### config.mk
export PLATFORM = sky130hd
export DESIGN_NAME = ysyx_25020042_fetch_pc
export DESIGN_NICKNAME = d
export VERILOG_FILES = /design/src/rtl/ysyx_25020042_fetch_pc.sv
export SDC_FILE = /design/constraint.sdc
export NUM_CORES = 1
export LEC_CHECK = 0
export BUFFER_PORTS_ARGS = -buffer_cell sky130_fd_sc_hd__buf_2
export CORE_UTILIZATION = 45
export DETAILED_ROUTE_END_ITERATION = 7
export PLACE_DENSITY = 0.75
export SYNTH_ARGS = -nofsm -noshare
export SYNTH_HDL_FRONTEND = slang
export SYNTH_SLANG_ARGS = --single-unit
### constraint.sdc
create_clock -name clk -period 2.4 [get_ports clk]
set_input_delay 0.36 -clock clk [delete_from_list [all_inputs] [get_ports clk]]
set_output_delay 0.36 -clock clk [all_outputs]
set_load 0.01 [all_outputs]
### src/rtl/ysyx_25020042_fetch_pc.sv
// Fetch PC unit: owns the architectural fetch PC, issues one outstanding
// instruction fetch at a time, and buffers the returned instruction in a
// single-entry output register until the decoder consumes it. Trap and
// branch/jump redirects retarget the PC and squash any fetch still in flight.
module ysyx_25020042_fetch_pc #(
  parameter int                PC_LEN    = 32,
  parameter int                INST_LEN  = 32,
  parameter int                INS_BYTES = 4,
  parameter logic [PC_LEN-1:0] RESET_VEC = 32'h8000_0000
) (
  input  logic                clk,
  input  logic                rst,
  input  logic                trap_valid,
  input  logic [PC_LEN-1:0]   trap_pc,
  input  logic                redir_valid,
  input  logic [PC_LEN-1:0]   redir_pc,
  output logic                req_valid,
  output logic [PC_LEN-1:0]   req_addr,
  input  logic                req_ready,
  input  logic                rsp_valid,
  input  logic [INST_LEN-1:0] rsp_data,
  output logic                inst_valid,
  output logic [INST_LEN-1:0] inst,
  output logic [PC_LEN-1:0]   inst_pc,
  input  logic                inst_ready
);

  typedef enum logic [1:0] {
    S_IDLE,   // single settling cycle after reset
    S_ISSUE,  // request presented at pc
    S_WAIT,   // request accepted, waiting for the response
    S_HOLD    // output buffer full, waiting for the decoder
  } state_t;

  state_t              state_q, state_d;
  logic [PC_LEN-1:0]   pc_q, pc_d;
  logic                squash_q, squash_d;
  logic                inst_valid_q, inst_valid_d;
  logic [INST_LEN-1:0] inst_q, inst_d;
  logic [PC_LEN-1:0]   inst_pc_q, inst_pc_d;

  // Trap outranks branch/jump; either one is a redirect.
  logic              redirect;
  logic [PC_LEN-1:0] target;

  assign redirect = trap_valid | redir_valid;
  assign target   = trap_valid ? trap_pc : redir_pc;

  // State register with synchronous reset; reset wins over every other input.
  always_ff @(posedge clk) begin
    // NOTE: state registers use non-blocking assignments so every flop
    // samples the pre-edge value of its inputs regardless of statement order.
    if (rst) begin
      state_q      <= S_IDLE;
      pc_q         <= RESET_VEC;
      squash_q     <= 1'b0;
      inst_valid_q <= 1'b0;
      inst_q       <= '0;
      inst_pc_q    <= '0;
    end else begin
      state_q      <= state_d;
      pc_q         <= pc_d;
      squash_q     <= squash_d;
      inst_valid_q <= inst_valid_d;
      inst_q       <= inst_d;
      inst_pc_q    <= inst_pc_d;
    end
  end

  // Next-state logic: sequencing of request, response and buffer drain,
  // with redirects always taking precedence over the sequential PC.
  always_comb begin
    // NOTE: every signal gets its hold value first so no path through the
    // case statement leaves one unassigned, which would infer a latch.
    state_d      = state_q;
    pc_d         = pc_q;
    squash_d     = squash_q;
    inst_valid_d = inst_valid_q;
    inst_d       = inst_q;
    inst_pc_d    = inst_pc_q;

    unique case (state_q)
      S_IDLE: begin
        state_d = S_ISSUE;
        if (redirect) pc_d = target;
      end

      S_ISSUE: begin
        if (redirect) pc_d = target;
        // Without a handshake a redirect simply retracts the request and the
        // next cycle presents the new target. With a handshake the request
        // already left, so its response must be discarded.
        if (req_ready) begin
          state_d  = S_WAIT;
          squash_d = redirect;
        end
      end

      S_WAIT: begin
        if (redirect) pc_d = target;
        if (rsp_valid) begin
          state_d = S_ISSUE;
          if (squash_q || redirect) begin
            squash_d = 1'b0;
          end else begin
            inst_d       = rsp_data;
            inst_pc_d    = pc_q;
            inst_valid_d = 1'b1;
            pc_d         = pc_q + PC_LEN'(INS_BYTES);
            state_d      = S_HOLD;
          end
        end else if (redirect) begin
          squash_d = 1'b1;
        end
      end

      S_HOLD: begin
        // A redirect flushes the buffer; a simultaneous inst_ready is
        // treated as a completed consume, so both exits look identical.
        if (redirect || inst_ready) begin
          inst_valid_d = 1'b0;
          state_d      = S_ISSUE;
        end
        if (redirect) pc_d = target;
      end

      default: state_d = S_IDLE;
    endcase
  end

  assign req_valid  = (state_q == S_ISSUE);
  assign req_addr   = pc_q;
  assign inst_valid = inst_valid_q;
  assign inst       = inst_q;
  assign inst_pc    = inst_pc_q;

endmodule

# Word-level counts from Yosys, hierarchy flattened
# Index checks and enable logic that the tools add are counted.
dict set report totals {
  ff_bits 100
  latchBits 0
  ram_bits 0
  romBits 0
  inputBits 103
  out_inout_bits 98
  elab_cells 47
  mem_count 0
}
dict set report op_classes {
  addsub 1
  mul 0
  n_div 0
  magnitude_cmp 0
  n_eq_ne 9
  shift 0
  mux 19
  bitwise_logic 2
  reduce_logical 10
}
# cell n
set ops {}
lappend ops {{32-bit 2-to-1 mux} 4}
lappend ops {{32-bit case mux with 2 select lines} 1}
lappend ops {{32-bit by 3-bit adder with 32-bit output (second input constant)} 1}
lappend ops {{2-bit 2-to-1 mux} 4}
lappend ops {{2-bit case mux with 4 select lines} 1}
lappend ops {{4-bit AND reduction} 2}
lappend ops {{1-bit 2-to-1 mux} 7}
lappend ops {{2-bit inequality test (second input constant)} 3}
lappend ops {{3-bit inequality test (second input constant)} 2}
lappend ops {{3-bit AND reduction} 2}
lappend ops {{2-bit == test (second input constant)} 2}
lappend ops {{1-bit case mux with 2 select lines} 2}
lappend ops {{2-bit nonzero test} 2}
lappend ops {{3-bit OR reduction} 1}
lappend ops {{2-bit by 1-bit == test with 1-bit output (second input constant)} 1}
lappend ops {{2-bit logical NOT} 1}
lappend ops {{1-bit logical OR} 2}
lappend ops {{2-bit by 1-bit inequality test with 1-bit output (second input constant)} 1}
lappend ops {{1-bit NOT} 1}
lappend ops {{1-bit OR} 1}

# Logic depth before layout (Yosys ltp)
dict set report logic_depth {
  word_depth 5
  depth_mapped 7
  depth_no_buf 6
}

# Worst setup path before layout
# Ideal clock, no wire load.
dict set report synth_path {
  kind {reg2reg}
  from {register pc_q[2] (netlist: req_addr[2])}
  to {register pc_q[28] (netlist: req_addr[28])}
  arrival_ps 2129
  path_slack_ps 181
  stages_incl_launch_ff 6
  n_path_buf 0
  cell_sequence {dfxtp_1 ha_1 nand3_4 or4_4 or4_1 a311oi_1}
}
dict set report synth_between {
  elab_chain_len 4
}
# item line_no
set synth_lines {}
lappend synth_lines {{from (decl)} 36} ;# logic [PC_LEN-1:0] pc_q, pc_d;
lappend synth_lines {{from (signal assigned)} 62} ;# pc_q <= pc_d;
lappend synth_lines {{32-bit by 3-bit adder with 32-bit output} 109} ;# pc_d = pc_q + PC_LEN'(INS_BYTES);
lappend synth_lines {{32-bit 2-to-1 mux} 103} ;# if (squash_q || redirect) begin
lappend synth_lines {{32-bit 2-to-1 mux} 101} ;# if (rsp_valid) begin
lappend synth_lines {{32-bit case mux with 2 select lines} 82} ;# unique case (state_q)
# Every way passes these cells.
# A chain may end at the register's enable or synchronous reset.

# Worst setup path after layout
dict set report layout_path {
  from {register pc_q[2] (netlist: req_addr[2])}
  to {register pc_q[24] (netlist: req_addr[24])}
}
# The elaborated chain is that of the path after synthesis.

==> impl_metrics.csv <==
group,metric,value,unit
run_status,outcome,"completed",
pwr,irDropWorstVdd,0.292,mV
yosys,synth_cell_types,40,
timing,tightest_slew,0.865,ns
clock_tree,cts_tree,"done",
detailed_routing,route.vias.total,4871,
setup_path,timing.rr.start,"req_addr[2]$_SDFF_PP0_",
floorplanning,die_area,11000,µm²
setup_path,slowest_delay,0.65,ns
yosys,synth_area,4770,µm²
place,hpwlAfterDp,9290,µm
clock_tree,cts_resized,0,
flow_run,maxCapViolations,0,
setup_path,reg2reg_to,"req_addr[24]$_SDFF_PP0_",
final_layout,area_growth,27.6,%
global_routing,gr-usage-met1,0.318,
final_layout,drive_above_1_share,0.308,
detailed_routing,remaining_drc_errors,0,
detailed_routing,via_per_inst,5.30,
setup_path,cp-start-kind,"flip-flop",
floorplanning,placementRows,37,
hold_path,holdCritStartpoint,"rsp_data[28]",
global_routing,antenna_found_initial,0,
yosys,ys.flop_type,"dfxtp_1",
clock_tree,cts_sinks,100,
yosys,avgSynthCellArea,7.96,µm²
global_routing,grtUsageTotal,0.237,
clock_tree,cts_buffers,9,
hold_path,hold_path.class,"in -> reg",
floorplanning,ios,201,
floorplanning,die_h,105,µm
yosys,synth_seq_cells,100,
setup_path,crit_path_cell_trace,"ha_1, nand3_4, or4_4, or4_1, a311oi_1",
global_routing,gr-usage-met2,0.390,
floorplanning,start_util,0.464,
setup_path,cp-end-kind,"flip-flop",
timing,period_needed,2.25,ns
timing,finalHoldViolations,0,
final_layout,fin_nets,887,
timing,setup_tns,0,ns
yosys,syn_inst,599,
global_routing,grt_max_degree,80,
timing,min_period_over_period,0.936,
final_layout,most-common-layout-cells,"buf_2, nand2_1, dfxtp_1",
global_routing,grt.busiest_layer,"met2",
detailed_routing,wl_per_cell,14.3,µm
hold_path,worstHoldEndpoint,"inst[28]$_SDFFE_PP0N_",
timing,finalMaxSlewViolations,0,
floorplanning,dieWidth,105,µm
global_routing,grt_pass1_vias,4287,
place,placedCellCount,903,
setup_path,crit_buf_inv,0,
detailed_routing,drt_iter0_markers,337,
place,globalplace.congestion,0.803,
global_routing,met3_usage,0.0449,
final_layout,fin_util,0.592,
timing,slew_headroom,0.423,
setup_path,crit_fanout,14,
setup_path,cp_data_required_time,2.68,ns
final_layout,final_cells,919,
timing,finalWorstSetupSlack,0.154,ns
timing,setup_violations,0,
pwr,powerDensity,537,nW/µm²
detailed_routing,ant_nets,0,
final_layout,diodes,0,
timing,fmax,0.445,GHz
global_routing,grt_overflow,0,
global_routing,grt_first_pass_wirelength,21100,µm
yosys,synth_async_sr_flop_share,0,
detailed_routing,drt-pass1-iter-count,4,
yosys,syn-num-nets,708,
setup_path,cp_top_family,"simple AND/OR/NAND/NOR gates",
timing,rsz0062_at_grt,"false",
timing,fin_worst_skew,0.00753,ns
setup_path,cpMaxStageDelayCell,"or4_4",
clock_tree,clockBufferDepth,2,
setup_path,worstPathArrival,2.53,ns
setup_path,ff2ff_setup_slack,0.15,ns
clock_tree,clk_pin_slew,0.09,ns
yosys,synth_edf_count,0,
pwr,p_leak,0.00258,µW
pwr,total_power,3270,µW
detailed_routing,wl,13200,µm
clock_tree,h-tree-depth,3,
clock_tree,post_cts_buffers,0,
clock_tree,root_buffer,"clkbuf_8",
floorplanning,core_area,10300,µm²
final_layout,layout_commonest_cell,"buf_2",
setup_path,critPathKind,"reg -> reg",
clock_tree,postCtsHoldBufs,0,
place,port_buffers,200,
setup_path,ff2ff_path_depth,5,
place,place_ws,0.139,ns
clock_tree,clk_latency,0.37,ns
yosys,yosysWarnings,0,
hold_path,hold_depth,3,
yosys,ys_seq_area_frac,0.420,
[synth_stat cells, types with 4 or more instances]
master    count  area [µm²]
o31ai_1       8        60.1
mux2i_1      32         320
buf_2         5        25.0
nand3_1       6        30.0
inv_1        10        37.5
or3_1         5        31.3
a311oi_1     11        96.3
nand2_1     146         548
nor3_1        7        35.0
nor2_1       36         135
dfxtp_1     100        2000
a21oi_1      73         365
a211oi_1     38         285
o21ai_0      10        50.1
xnor2_1      13         114
or4_1        10        75.1
buf_1         8        30.0
nand2b_1      4        25.0
clkbuf_1     34         128
nor4_1        4        25.0
ha_1          6        75.1
nand4_1       5        31.3
[flip-flops by register name, indices dropped and copies added (netlist names)]
| register | flops |
|---|---|
| inst | 32 |
| inst_pc | 32 |
| inst_valid | 1 |
| req_addr | 32 |
| squash_q | 1 |
| state_q | 2 |
[where the power goes]
group,switching (µW),total (µW),internal (µW)
logic,228,438,209
clock network,574,1050,478
registers,72.8,1780,1710
[worst min-delay path, cell delays in order]
cell     delay [ns]
buf_2          0.10
nand2_1        0.04
a21oi_1        0.05
[stage by stage]
stage	area [µm²]	hold WS, ns
6_report	6080	0.224
5_1_grt	6080	0.205
4_1_cts	6080	0.207
3_5_place_dp	5900	0.444
3_3_place_gp	5900	0.438
2_1_floorplan	4770	0.481
[area by class of cell]
type | instances | area [µm²]
clock buffers | 11 | 131
clock inverters | 5 | 52.6
fillers | 977 | 4200
inverters | 10 | 37.5
multi-input cells | 441 | 2540
flip-flops and latches | 100 | 2000
well taps | 136 | 170
repair buffers | 216 | 1150
[worst max-delay path by stage]
stage / startpoint / endpoint / cells after the start
2_1_floorplan: req_addr[2]$_SDFF_PP0_ / req_addr[28]$_SDFF_PP0_ / 5
3_3_place_gp: req_addr[2]$_SDFF_PP0_ / req_addr[30]$_SDFF_PP0_ / 5
3_5_place_dp: req_addr[2]$_SDFF_PP0_ / req_addr[24]$_SDFF_PP0_ / 5
4_1_cts: req_addr[2]$_SDFF_PP0_ / req_addr[24]$_SDFF_PP0_ / 5
5_1_grt: req_addr[2]$_SDFF_PP0_ / req_addr[26]$_SDFF_PP0_ / 5
6_report: req_addr[2]$_SDFF_PP0_ / req_addr[24]$_SDFF_PP0_ / 5
[metal layers]
layer	part of all wire	vias to the layer above
met3	0.052	16
met1	0.46	2231
met4	0.013	0
met5	0	-
met2	0.47	171
li1	-	2453
[cells by family (layout without fill, tap and decap cells)]
family                     Yosys count  count (layout)  synth area share
xor gates and xnor gates            14              14            0.0257
muxes                               32              32            0.0672
adders and majority gates            6               6            0.0157
AOI/OAI and AO/OA                  151             151             0.197
and+or+nand+nor                    238             238             0.226
buffers and inverters               58             242            0.0485
DFF                                100             100             0.420
Note: power is estimated with default switching activity, not from simulation.
